`config.mk`:
```
export PLATFORM = sky130hd
export DESIGN_NAME = pc_sequencer
export DESIGN_NICKNAME = d
export VERILOG_FILES = /design/src/rtl/pc_pkg.sv /design/src/rtl/pc_target_calc.sv /design/src/rtl/pc_sequencer.sv
export SDC_FILE = /design/constraint.sdc
export NUM_CORES = 1
export LEC_CHECK = 0
export ABC_AREA = 1
export ABC_CLOCK_PERIOD_IN_PS = 4500
export CORE_ASPECT_RATIO = 1.75
export CORE_MARGIN = 1
export CORE_UTILIZATION = 55
export CTS_CLUSTER_SIZE = 24
export DETAILED_ROUTE_END_ITERATION = 8
export PLACE_DENSITY = 0.87
export SYNTH_ARGS = -nofsm -noshare
export SYNTH_HDL_FRONTEND = slang
export SYNTH_SLANG_ARGS = --single-unit
```
`constraint.sdc`:
```
create_clock -name clk -period 4.5 [get_ports clk]
set_input_delay 0.45 -clock clk [delete_from_list [all_inputs] [get_ports clk]]
set_output_delay 0.45 -clock clk [all_outputs]
set_load 0.05 [all_outputs]
```
`src/rtl/pc_pkg.sv`:
```
// Shared types for the program-counter sequencer:
// FSM state encoding, redirect source and step size.
package pc_pkg;

   typedef enum logic [1:0] {
      BOOT,
      RUN,
      HALT
   } state_e;

   typedef enum logic [2:0] {
      SEQ,
      BR,
      J,
      JR,
      EXC
   } src_e;

   function automatic int unsigned step_of(input int unsigned align);
      return 32'd1 << align;
   endfunction

endpackage

```
`src/rtl/pc_target_calc.sv`:
```
// Combinational next-PC candidates: sequential, branch, region jump,
// plus the alignment check on a register target.
module pc_target_calc
   import pc_pkg::*;
#(
   parameter int ADDR_WIDTH  = 32,
   parameter int REGION_BITS = 4,
   parameter int ALIGN_BITS  = 2,
   parameter int IMM_WIDTH   = 16
) (
   input  logic [ADDR_WIDTH-1:0]                        pc,
   input  logic [IMM_WIDTH-1:0]                         branch_offset,
   input  logic [ADDR_WIDTH-REGION_BITS-ALIGN_BITS-1:0] jump_index,
   input  logic [ADDR_WIDTH-1:0]                        jr_target,
   output logic [ADDR_WIDTH-1:0]                        seq_pc,
   output logic [ADDR_WIDTH-1:0]                        br_pc,
   output logic [ADDR_WIDTH-1:0]                        jmp_pc,
   output logic                                         jr_misaligned
);

   localparam int unsigned STEP = step_of(ALIGN_BITS);

   logic [ADDR_WIDTH-1:0] off_ext;

   always_comb begin
      off_ext = {{(ADDR_WIDTH-IMM_WIDTH){branch_offset[IMM_WIDTH-1]}},
                 branch_offset};
      seq_pc  = pc + ADDR_WIDTH'(STEP);
      br_pc   = seq_pc + (off_ext << ALIGN_BITS);
      // region comes from the sequential pc, not the current one
      jmp_pc  = {seq_pc[ADDR_WIDTH-1 -: REGION_BITS], jump_index,
                 {ALIGN_BITS{1'b0}}};
      jr_misaligned = |jr_target[ALIGN_BITS-1:0];
   end

endmodule

```
`src/rtl/pc_sequencer.sv`:
```
// Registered PC with fetch handshake, redirect selection,
// EPC capture and BOOT/RUN/HALT control.
module pc_sequencer
   import pc_pkg::*;
#(
   parameter int ADDR_WIDTH  = 32,
   parameter int REGION_BITS = 4,
   parameter int ALIGN_BITS  = 2,
   parameter int IMM_WIDTH   = 16,
   parameter logic [ADDR_WIDTH-1:0] RESET_VECTOR = 32'h0040_0000,
   parameter logic [ADDR_WIDTH-1:0] EXC_VECTOR   = 32'h8000_0180
) (
   input  logic                                         clk,
   input  logic                                         rst_n,
   output logic [ADDR_WIDTH-1:0]                        pc,
   output logic                                         pc_valid,
   input  logic                                         pc_ready,
   input  logic                                         branch_en,
   input  logic [IMM_WIDTH-1:0]                         branch_offset,
   input  logic                                         jump_en,
   input  logic [ADDR_WIDTH-REGION_BITS-ALIGN_BITS-1:0] jump_index,
   input  logic                                         jr_en,
   input  logic [ADDR_WIDTH-1:0]                        jr_target,
   input  logic                                         exc_en,
   input  logic                                         halt_req,
   input  logic                                         resume,
   output logic [ADDR_WIDTH-1:0]                        epc,
   output logic                                         misalign_err,
   output logic                                         redirect_taken
);

   state_e                state_q, state_d;
   logic [ADDR_WIDTH-1:0] pc_q, pc_d;
   logic [ADDR_WIDTH-1:0] epc_q, epc_d;
   logic                  mis_q, mis_d;
   logic                  redir_q, redir_d;

   logic [ADDR_WIDTH-1:0] seq_pc, br_pc, jmp_pc;
   logic                  jr_mis;
   logic                  advance;
   logic                  upd;
   src_e                  src;

   pc_target_calc #(
      .ADDR_WIDTH  (ADDR_WIDTH),
      .REGION_BITS (REGION_BITS),
      .ALIGN_BITS  (ALIGN_BITS),
      .IMM_WIDTH   (IMM_WIDTH)
   ) u_calc (
      .pc            (pc_q),
      .branch_offset (branch_offset),
      .jump_index    (jump_index),
      .jr_target     (jr_target),
      .seq_pc        (seq_pc),
      .br_pc         (br_pc),
      .jmp_pc        (jmp_pc),
      .jr_misaligned (jr_mis)
   );

   assign pc_valid = (state_q == RUN);
   assign advance  = pc_valid & pc_ready;

   always_comb begin
      state_d = state_q;
      pc_d    = pc_q;
      epc_d   = epc_q;
      mis_d   = 1'b0;
      redir_d = 1'b0;
      upd     = 1'b0;
      src     = SEQ;

      unique case (state_q)
         BOOT: state_d = RUN;
         RUN: begin
            if (exc_en) begin
               upd = 1'b1;
               src = EXC;
            end else if (advance) begin
               upd = 1'b1;
               if (jr_en && jr_mis) begin
                  src   = EXC;
                  mis_d = 1'b1;
               end else if (jr_en) begin
                  src = JR;
               end else if (jump_en) begin
                  src = J;
               end else if (branch_en) begin
                  src = BR;
               end else begin
                  src = SEQ;
               end
            end
            if (halt_req && src != EXC) state_d = HALT;
         end
         HALT: begin
            if (exc_en) begin
               upd     = 1'b1;
               src     = EXC;
               state_d = RUN;
            end else if (resume) begin
               state_d = RUN;
            end
         end
         default: state_d = BOOT;
      endcase

      if (upd) begin
         unique case (src)
            EXC: begin
               pc_d  = EXC_VECTOR;
               epc_d = pc_q;
            end
            JR:      pc_d = jr_target;
            J:       pc_d = jmp_pc;
            BR:      pc_d = br_pc;
            default: pc_d = seq_pc;
         endcase
         redir_d = (src != SEQ);
      end
   end

   always_ff @(posedge clk or negedge rst_n) begin
      if (!rst_n) begin
         state_q <= BOOT;
         pc_q    <= RESET_VECTOR;
         epc_q   <= '0;
         mis_q   <= 1'b0;
         redir_q <= 1'b0;
      end else begin
         state_q <= state_d;
         pc_q    <= pc_d;
         epc_q   <= epc_d;
         mis_q   <= mis_d;
         redir_q <= redir_d;
      end
   end

   assign pc             = pc_q;
   assign epc            = epc_q;
   assign misalign_err   = mis_q;
   assign redirect_taken = redir_q;

endmodule

```
Yosys cells after proc, flatten, opt, wreduce, memory -nomap -nowiden
Index checks and enable logic that the tools add are counted.
W data, S select, Z words.
- register bits after elaboration: 68
- output and inout bits: 67
- word-level logic and storage cells: 47
- add/sub/neg operators: 2
- eq/ne operators: 9
- multiplexer cells: 23
- bitwise operators: 1
- reductions and logical operators: 7
- operator list (operator ; number):
    $pmux W32 S4 ; 1
    $add A32 B3 Y32 const B ; 1
    $add A32 B32 Y32 ; 1
    $mux W3 ; 5
    $mux W2 ; 5
    $mux W1 ; 9
    $eq A3 B2 Y1 const B ; 2
    $ne A3 B3 Y1 const B ; 2
    $pmux W2 S3 ; 1
    $pmux W3 S2 ; 1
    $reduce_and A2 Y1 ; 2
    $eq A3 B1 Y1 const B ; 1
    $eq A3 B3 Y1 const B ; 1
    $reduce_bool A3 Y1 ; 1
    $eq A2 B1 Y1 const B ; 1
    $eq A2 B2 Y1 const B ; 1
    $logic_and A1 B1 Y1 ; 2
    $logic_not A2 Y1 ; 1
    $ne A2 B1 Y1 const B ; 1
    $pmux W1 S2 ; 1
    $reduce_or A2 Y1 ; 1
    $and A1 B1 Y1 ; 1

Depth between registers and ports, before layout
Gate-level depths: netlist (run 1).
- word-level depth: 11
- gate-level depth with buffers: 23
- depth with buffers taken out: 23

Cells and area by module
From an unflattened synthesis (run 1), not the netlist that was laid out.
- cell total of the unflattened synthesis: 1077
- area total of the unflattened synthesis: 7325.8 um^2
- by module, submodules not included (module ; instances ; cells each ; area an instance (um^2)):
    pc_sequencer ; 1 ; 512 ; 4281.6
    pc_target_calc ; 1 ; 565 ; 3044.2

Least setup slack after synthesis (run 1)
OpenSTA, ideal clock, no wires.
- path type: register -> register
- from: register pc_q[3] (netlist: pc[3])
- to: register pc_q[29] (netlist: pc[29])
- setup time: 0.078 ns
- arrival: 2.952 ns
- required time: 4.422 ns
- slack: 1.470 ns
- cell stages (with the launch flop): 20
- path buffers: 0
- period minus slack after synthesis: 3.030 ns
- path through: dfrtp_1 > ha_1 > nand2_1 > inv_1 > nand3_1 > nor2_2 > inv_1 > nor2_1 > xor2_1 > ha_1 > nand2_1 > nand2_1 > o21bai_1 > a21oi_1 > nor2_1 > nor2_1 > nand2_1 > nand2_1 > nand3_1 > a21oi_1
- cells in the longest elaborated chain, start to end: 3
- RTL lines (what ; RTL line ; RTL):
    start, declared ; pc_sequencer.sv:33 ; logic [ADDR_WIDTH-1:0] pc_q, pc_d;
    start signal, assigned ; pc_sequencer.sv:131 ; pc_q <= pc_d;
    $add A32 B3 Y32 (*) ; pc_target_calc.sv:28 ; seq_pc = pc + ADDR_WIDTH'(STEP);
    $add A32 B32 Y32 ; pc_target_calc.sv:29 ; br_pc = seq_pc + (off_ext << ALIGN_BITS);
    $pmux W32 S4 (*) ; pc_sequencer.sv:108 ; unique case (src)
Every way passes the cells marked *; elsewhere a longest branch is shown, timed or not.
A chain may end at the register's enable or synchronous reset.

Worst setup path after layout (run 1)
Same ends and word-level chain as after synthesis.

==> results of run 1 <==
## final timing paths
path,depth (start not counted),endpoint,startpoint,slack (ns)
setup / recovery,19,pc[29],pc[3],1.09
hold / removal,1,redirect_taken,rst_n,0.24
setup reg to reg,19,pc[29],pc[3],1.09
hold reg to reg,2,epc[0],epc[0],0.49
max in group asynchronous,2,epc[16],rst_n,3.34
min in group clk,2,epc[0],epc[0],0.49
## cell families after synthesis
| kind of cell | Yosys count | synth area share |
|---|---|---|
| compound gates | 150 | 0.135 |
| xor+xnor | 27 | 0.0382 |
| fa+ha+maj | 42 | 0.0860 |
| buf+inv | 146 | 0.0959 |
| flops | 68 | 0.275 |
| mux | 10 | 0.0182 |
| simple gates | 514 | 0.352 |
## power groups by stage
| stage | Clock (mW) | Combinational (mW) | Sequential [mW] |
|---|---|---|---|
| finish | 0.707 | 4.39 | 1.21 |
| global route | 0.743 | 4.74 | 1.25 |
| CTS | 0.710 | 4.33 | 1.20 |
| detailed placement | 0 | 4.29 | 1.20 |
| global placement | 0 | 4.24 | 1.19 |
| floorplan | 0 | 2.15 | 2.05 |
## sequential cells by signal (all words and copies together) (netlist names)
| register | count |
|---|---|
| state_q | 2 |
| pc | 32 |
| epc | 32 |
| misalign_err | 1 |
| redirect_taken | 1 |
## cell type report
type,count,area (sq um)
multi-input combinational,743,3900
fill,880,2770
sequential,68,1700
timing repair buffer,153,1520
inverter,123,465
clock buffer,10,239
tap,130,163
clock inverter,6,63.8
## cell usage in the layout (no fill, tap or decap), types with 10 or more instances in the layout
master / n
a21oi_1: 65
clkdlybuf4s50_1: 148
dfrtp_1: 67
ha_1: 41
inv_1: 118
mux2_2: 10
nand2_1: 288
nand3_1: 63
nand4_1: 19
nor2_1: 110
o21ai_0: 50
xor2_1: 24
## critical path, cell delays in order (launching register included)
cell	delay [ns]
dfrtp_1	0.45
ha_1	0.20
nand2_1	0.10
inv_1	0.10
nand3_1	0.13
nor2_2	0.23
inv_1	0.07
nor2_1	0.16
xor2_1	0.31
ha_1	0.34
nand2_1	0.07
nand2_1	0.07
o21bai_1	0.17
a21oi_1	0.25
nor2_1	0.11
nor2_1	0.13
nand2_1	0.08
nand2_1	0.07
nand3_1	0.11
a21oi_1	0.17
## metal layers
layer	vias to the layer above	global-route usage	wire [um]
met5	-	0	0
met4	0	0.257	1410
met3	94	0.0558	1560
met2	394	0.611	10200
met1	3262	0.428	7470
li1	3377	-	-
## through the flow
step | setup WS [ns] | hold WS [ns] | area (sq um)
3_5_place_dp | 1.20 | 0.475 | 7750
6_report | 1.09 | 0.236 | 8050
3_3_place_gp | 1.20 | 0.466 | 7750
5_1_grt | 0.813 | 0.301 | 8050
2_1_floorplan | 1.47 | 0.154 | 6190
4_1_cts | 1.21 | 0.258 | 8050
==> impl_metrics.env, run 1 <==
export IMPL_synth_top_flop_cell="dfrtp_1"
export IMPL_critPathLaunchType="flip-flop"
export IMPL_fin_crit_sh=0.757
export IMPL_clk_pin_slew_worst_paths_ns=0.06
export IMPL_share_comb_of_total_power=0.696
export IMPL_area_growth_syn_to_layout_pct=30.0
export IMPL_die_area_sq_um=11700
export IMPL_async_flop_share=1.00
export IMPL_slew_viol_final=0
export IMPL_clkSinkCount=68
export IMPL_cts_resized=0
export IMPL_grt_pass1_wl_um=32300
export IMPL_total_power_mw=6.30
export IMPL_setup_worst_path_class="reg -> reg"
export IMPL_start_util=0.572
export IMPL_crit_required_ns=4.76
export IMPL_grt_pass1_vias=6705
export IMPL_wl_um=20600
export IMPL_synth_area_leader_cell="dfrtp_1"
export IMPL_drive_gt1_frac=0.0508
export IMPL_vdd_ir_drop_max_v=0.000593
export IMPL_min_period_ns=3.41
export IMPL_num_antenna_cells=0
export IMPL_synth_top_cell_area_share=0.271
export IMPL_syn_cell_area_sq_um=6190
export IMPL_setup_tns_ns=0
export IMPL_cp_end_kind="flip-flop"
export IMPL_relSlewSlack=0.405
export IMPL_ys_seq_area_frac=0.275
export IMPL_io_buffers=149
export IMPL_synth_area_per_cell_sq_um=6.47
export IMPL_status="completed"
export IMPL_fin_nets=1223
export IMPL_cap_violations=0
export IMPL_synth_area_leaders="dfrtp_1, nand2_1, ha_1"
export IMPL_synth_distinct_cells=46
export IMPL_wl_per_cell_um=16.7
export IMPL_rows=50
export IMPL_grt_max_degree=56
export IMPL_cts_setup_buffers=0
export IMPL_setup_viol=0
export IMPL_postRouteAntennaNets=0
export IMPL_synth_fp_nets=1082
export IMPL_p_switching_mw=3.52
export IMPL_cellLeakagePower_nw=3.78
export IMPL_hpwl_um=16300
export IMPL_grt_use_total=0.371
export IMPL_p_per_area_nw_per_um2=783
export IMPL_die_x_um=82.2
export IMPL_clk_insertion_delay_late_ns=0.33
export IMPL_hold_viol=0
export IMPL_ioPinCount=150
export IMPL_cts_tree="done"
export IMPL_rsz0062_at_grt="no"
export IMPL_vias_per_cell=5.78
export IMPL_path_max_fanout=6
export IMPL_synthTopCellsByCount="nand2_1, inv_1, nor2_1"
export IMPL_p_seq_frac=0.192
export IMPL_cts_max_level=3
export IMPL_hold_buffers=0
export IMPL_fin_util=0.744
export IMPL_synth_edf_count=0
export IMPL_postSynthCellCount=957
export IMPL_fin_skew_ns=0.00614
export IMPL_drc=0
export IMPL_yosysWarnings=0
export IMPL_final_cells=1233
export IMPL_hold_class="in -> async"
export IMPL_finalWeightedCongestion=1.02
export IMPL_die_h_um=142
export IMPL_yosysMostFrequentCell="nand2_1"
export IMPL_arrival_ns=3.66
export IMPL_antenna_found_initial=0
export IMPL_cts_root_buf="clkbuf_16"
export IMPL_drt_first_pass_iters=6
export IMPL_worst_slew_pin_slew_ns=0.892
export IMPL_vias=7127
export IMPL_p_sw_frac=0.559
export IMPL_placed_cells=1217
export IMPL_grt_ovfl_total=0
export IMPL_synth_seq_cells=68
export IMPL_pwr_share_clk=0.112
export IMPL_p_int_mw=2.78
export IMPL_numCtsBuffers=9
export IMPL_clk_path_buf_depth=2
export IMPL_timing_fmax_mhz=294
export IMPL_drtIter0Drc=705
export IMPL_coreArea_sq_um=10800
(Power assumes the default switching activity.)
==> run 2: changes to the inputs <==
ABC_CLOCK_PERIOD_IN_PS = 2920   (was 4500)
CORE_UTILIZATION = 46   (was 55)
PLACE_DENSITY = 0.78   (was 0.87)
clock period = 2.92 ns   (was 4.5 ns; I/O delays follow)
==> impl_metrics.env, run 2 (synthesis gave the netlist of run 1 again) <==
export IMPL_worst_slew_pin_slew_ns=0.598
export IMPL_wl_um=24500
export IMPL_r2r_start="pc[8]"
export IMPL_cts_max_level=3
export IMPL_grt_ovfl_total=0
export IMPL_min_period_ns=2.98
export IMPL_register_area_sq_um=1710
export IMPL_arrival_ns=3.24
export IMPL_hold_viol=0
export IMPL_fin_nets=1329
export IMPL_hold_class="reg -> reg"
export IMPL_fin_crit_sh=1.02
export IMPL_die_area_sq_um=14000
export IMPL_layout_commonest_cell="nand2_1"
export IMPL_setup_worst_path_class="reg -> reg"
export IMPL_grt_use_total=0.316
export IMPL_vdd_ir_drop_max_v=0.000660
export IMPL_clkSinkCount=68
export IMPL_grt_pass1_wl_um=34600
export IMPL_hpwl_um=17400
export IMPL_slew_viol_final=0
export IMPL_ff2ff_setup_slack_ns=-0.06
export IMPL_cts_tree="done"
export IMPL_relSlewSlack=0.600
export IMPL_cts_root_buf="clkbuf_16"
export IMPL_rsz0062_at_grt="yes"
export IMPL_num_antenna_cells=0
export IMPL_fin_util=0.760
export IMPL_area_growth_syn_to_layout_pct=59.5
export IMPL_min_delay_start="epc[25]"
export IMPL_timing_fmax_mhz=336
export IMPL_path_max_fanout=5
export IMPL_drtIter0Drc=832
export IMPL_clk_insertion_delay_late_ns=0.35
export IMPL_layout_common_cells="nand2_1, clkdlybuf4s50_1, inv_1, buf_4, nor2_1"
export IMPL_holdWs_ns=0.484
export IMPL_p_per_area_nw_per_um2=1200
export IMPL_cellLeakagePower_nw=4.39
export IMPL_setup_viol=5
export IMPL_fin_skew_ns=0.0117
export IMPL_finalWeightedCongestion=1.01
export IMPL_placed_cells=1339
export IMPL_drc=0
export IMPL_io_buffers=149
export IMPL_violations="setup timing"
export IMPL_critPathLaunchType="flip-flop"
export IMPL_drive_gt1_frac=0.274
export IMPL_cp_end_kind="flip-flop"
export IMPL_vias=7842
export IMPL_clk_path_buf_depth=2
export IMPL_die_x_um=89.7
export IMPL_clk_pin_slew_worst_paths_ns=0.06
export IMPL_r2r_end="pc[21]"
export IMPL_final_cells=1380
export IMPL_rr_worst_depth=15
export IMPL_min_to="epc[25]"
export IMPL_postPlaceCellArea_sq_um=8420
export IMPL_cap_violations=0
export IMPL_final_area_sq_um=9880
export IMPL_total_power_mw=11.9
export IMPL_status="finished, violations left"
export IMPL_start_util=0.476
export IMPL_antenna_found_initial=0
export IMPL_grt_max_degree=69
export IMPL_crit_required_ns=3.19
export IMPL_ioPinCount=150
export IMPL_drt_first_pass_iters=6
export IMPL_postRouteAntennaNets=0
export IMPL_numCtsBuffers=9
export IMPL_vias_per_cell=5.68
export IMPL_multi_input_area_sq_um=4850
export IMPL_rows=55
export IMPL_nFillCells=878
export IMPL_grt_pass1_vias=7135
export IMPL_coreArea_sq_um=13000
export IMPL_setup_ws_ns=-0.0558
export IMPL_wl_per_cell_um=17.7
export IMPL_hold_depth=2
export IMPL_die_h_um=156
-- run 2: how the worst max path moves through the flow --
stage                     startpoint  slack (ns)      to
after floorplan                pc[7]        0.06  pc[30]
after detailed placement      pc[11]       -0.33  pc[23]
after global placement        pc[12]       -0.29  pc[23]
after CTS                      pc[3]       -0.01  pc[28]
final                          pc[8]       -0.06  pc[21]
after global routing           pc[8]       -0.25  pc[25]
-- run 2: critical path: stages (launching register included) --
cell	delay, ns
dfrtp_1	0.38
buf_6	0.13
nand2_1	0.09
nor3_4	0.25
nand2_2	0.15
xor2_2	0.32
ha_1	0.36
a21oi_1	0.23
o21bai_1	0.14
a21oi_1	0.14
nand2_1	0.18
nand3_1	0.15
nand2_1	0.07
nand2_1	0.07
nand3_1	0.09
a21oi_1	0.15
-- run 2: layout make-up --
class                   instances  area share
well taps                     171      0.0217
multi-input cells             743       0.491
inverters                     123      0.0474
clock buffers                  11      0.0236
flip-flops and latches         68       0.173
clock inverters                 5     0.00532
repair buffers                259       0.238
-- run 2: routing by layer --
metal	global-route usage	routed length (um)	vias up
met3	0.0386	1950	138
li1	-	-	3569
met1	0.350	8450	3631
met5	0	0	-
met4	0.184	1690	0
met2	0.579	12400	504
-- run 2: through the flow --
stage | setup WS (ns) | setup TNS [ns]
after floorplan | 0.0552 | 0
final | -0.0558 | -0.125
after detailed placement | -0.335 | -3.25
after global routing | -0.247 | -2.17
after global placement | -0.293 | -2.38
after CTS | -0.00993 | -0.0164
-- run 2: timing repair --
item | 4_1_cts | 5_1_grt
pin swaps | 7 | 46
buffers inserted | 5 | 19
hold endpoints to repair | 46 | 0
gates resized for setup | 53 | 169
hold buffers | 1 | 0
setup endpoints to repair | 18 | 22
-- run 2: power by group --
part	switching [mW]	total (mW)	internal, mW
sequential	0.381	1.78	1.40
combinational	5.62	9.01	3.39
clock	0.418	1.07	0.657
total	6.42	11.9	5.45
==> run 3: changes to the inputs <==
PLACE_DENSITY = not set   (was 0.78)
PLACE_DENSITY_LB_ADDON = 0.12   (was not set)
SKIP_LAST_GASP = 1   (was not set)
==> impl_metrics.env, run 3 (synthesis gave the netlist of run 1 again) <==
export IMPL_grt_ovfl_total=0
export IMPL_vias_per_cell=5.36
export IMPL_vias=7437
export IMPL_hpwl_um=18200
export IMPL_r2r_start="pc[8]"
export IMPL_setup_worst_path_class="reg -> reg"
export IMPL_finalWeightedCongestion=0.986
export IMPL_rsz0062_at_grt="yes"
export IMPL_cts_max_level=3
export IMPL_setup_tns_ns=-0.159
export IMPL_layout_common_cells="nand2_1, clkdlybuf4s50_1, buf_4, inv_1, nor2_1"
export IMPL_grt_use_met1=0.388
export IMPL_grt_pass1_wl_um=35700
export IMPL_min_period_ns=3.02
export IMPL_die_x_um=89.7
export IMPL_grt_use_total=0.329
export IMPL_placed_cells=1355
export IMPL_drive_gt1_frac=0.252
export IMPL_grt_use_met3=0.0342
export IMPL_wl_um=24400
export IMPL_final_cells=1387
export IMPL_setup_viol=4
export IMPL_slew_viol_final=0
export IMPL_relSlewSlack=0.635
export IMPL_clk_path_buf_depth=2
export IMPL_grtUsageMet2=0.588
export IMPL_grt_max_degree=56
export IMPL_clk_insertion_delay_late_ns=0.34
export IMPL_cap_violations=0
export IMPL_register_area_sq_um=1710
export IMPL_arrival_ns=3.25
export IMPL_drtIter0Drc=593
export IMPL_grt_pass1_vias=6933
export IMPL_area_growth_syn_to_layout_pct=59.3
export IMPL_r2r_end="pc[31]"
export IMPL_clkSinkCount=68
export IMPL_die_h_um=156
export IMPL_share_comb_of_total_power=0.735
export IMPL_drc=0
export IMPL_cp_end_kind="flip-flop"
export IMPL_numCtsBuffers=9
export IMPL_critPathLaunchType="flip-flop"
export IMPL_coreArea_sq_um=13000
export IMPL_hold_viol=0
export IMPL_crit_required_ns=3.15
export IMPL_violations="setup timing"
export IMPL_timing_fmax_mhz=331
export IMPL_setup_ws_ns=-0.0969
export IMPL_cts_root_buf="clkbuf_16"
export IMPL_status="finished, violations left"
export IMPL_worst_slew_pin_slew_ns=0.546
export IMPL_cellLeakagePower_nw=4.47
export IMPL_start_util=0.476
export IMPL_layout_commonest_cell="nand2_1"
export IMPL_rr_worst_depth=18
export IMPL_io_buffers=149
export IMPL_antenna_found_initial=0
export IMPL_fin_nets=1337
export IMPL_multi_input_area_sq_um=4700
export IMPL_fin_skew_ns=0.00973
export IMPL_rows=55
export IMPL_ff2ff_setup_slack_ns=-0.1
export IMPL_p_int_mw=5.65
export IMPL_top_usage_layer="met2"
export IMPL_hold_class="in -> async"
export IMPL_num_antenna_cells=0
export IMPL_die_area_sq_um=14000
export IMPL_drt_first_pass_iters=6
export IMPL_fin_crit_sh=1.03
export IMPL_p_per_area_nw_per_um2=1210
export IMPL_vdd_ir_drop_max_v=0.000909
export IMPL_p_switching_mw=6.25
export IMPL_cts_tree="done"
export IMPL_nFillCells=989
export IMPL_pwr_share_clk=0.115
export IMPL_wl_per_cell_um=17.6
export IMPL_ioPinCount=150
export IMPL_postRouteAntennaNets=0
export IMPL_p_seq_frac=0.150
export IMPL_path_max_fanout=4
export IMPL_p_sw_frac=0.525
export IMPL_clk_pin_slew_worst_paths_ns=0.06
-- run 3: critical path, stage by stage (launching register included) --
cell and delay (ns):
dfrtp_1 0.47, nand2_4 0.12, nor2_1 0.15, nand4_1 0.19, nor2_4 0.21, xor2_2 0.23
ha_1 0.32, nand2_2 0.13, nor2_2 0.05, buf_4 0.13, a21oi_2 0.20, nand2_1 0.14
buf_4 0.16, nand2_1 0.07, nand4_1 0.10, nand3_1 0.09, nand2_1 0.07, nand2_1 0.06
nand2_1 0.05
-- run 3: what timing repair did --
action / CTS / global route
hold buffers: 1 / 0
gates resized for setup: 24 / 158
pin swaps: 3 / 45
endpoints found under the setup margin: 17 / 23
setup buffers: 1 / 15
gates cloned: 0 / 0
hold endpoints to repair: 4 / 0
-- run 3: layout make-up --
cell class	count	area share
Tap cell	171	0.0217
Clock buffer	9	0.0228
Multi-Input combinational cell	743	0.477
Clock inverter	6	0.0139
Sequential cell	68	0.173
Inverter	123	0.0474
Timing Repair Buffer	267	0.244
-- run 3: worst max path at each step --
stage                     cells past startpoint  slack, ns   from      to
after floorplan                              18       0.06  pc[7]  pc[30]
after global placement                       20      -0.20  pc[7]  pc[31]
after detailed placement                     20      -0.22  pc[7]  pc[31]
after CTS                                    21      -0.06  pc[2]  pc[31]
after global routing                         20      -0.21  pc[3]  pc[31]
final                                        18       -0.1  pc[8]  pc[31]
-- run 3: power groups by stage --
stage | logic (mW) | registers (mW) | clock network (mW)
floorplan | 3.32 | 3.17 | 0
global placement | 7.51 | 1.74 | 0
detailed placement | 7.56 | 1.76 | 0
CTS | 7.68 | 1.75 | 1.38
global route | 9.38 | 1.83 | 1.41
finish | 8.75 | 1.79 | 1.37
-- run 3: per-stage QoR --
stage / area (sq um) / worst slack, ns / hold slack [ns] / total power, mW / utilization
5_1_grt: 9870 / -0.209 / 0.327 / 12.6 / 0.759
3_5_place_dp: 8550 / -0.216 / 0.133 / 9.31 / 0.658
3_3_place_gp: 8550 / -0.203 / 0.133 / 9.24 / 0.658
4_1_cts: 9020 / -0.0627 / 0.314 / 10.8 / 0.694
6_report: 9870 / -0.0969 / 0.332 / 11.9 / 0.759
2_1_floorplan: 6200 / 0.0552 / -0.00359 / 6.48 / -
-- run 3: metal layers --
metal / part of all wire / vias up
met5: 0 / -
li1: - / 3592
met1: 0.37 / 3421
met3: 0.061 / 97
met4: 0.057 / 0
met2: 0.51 / 327
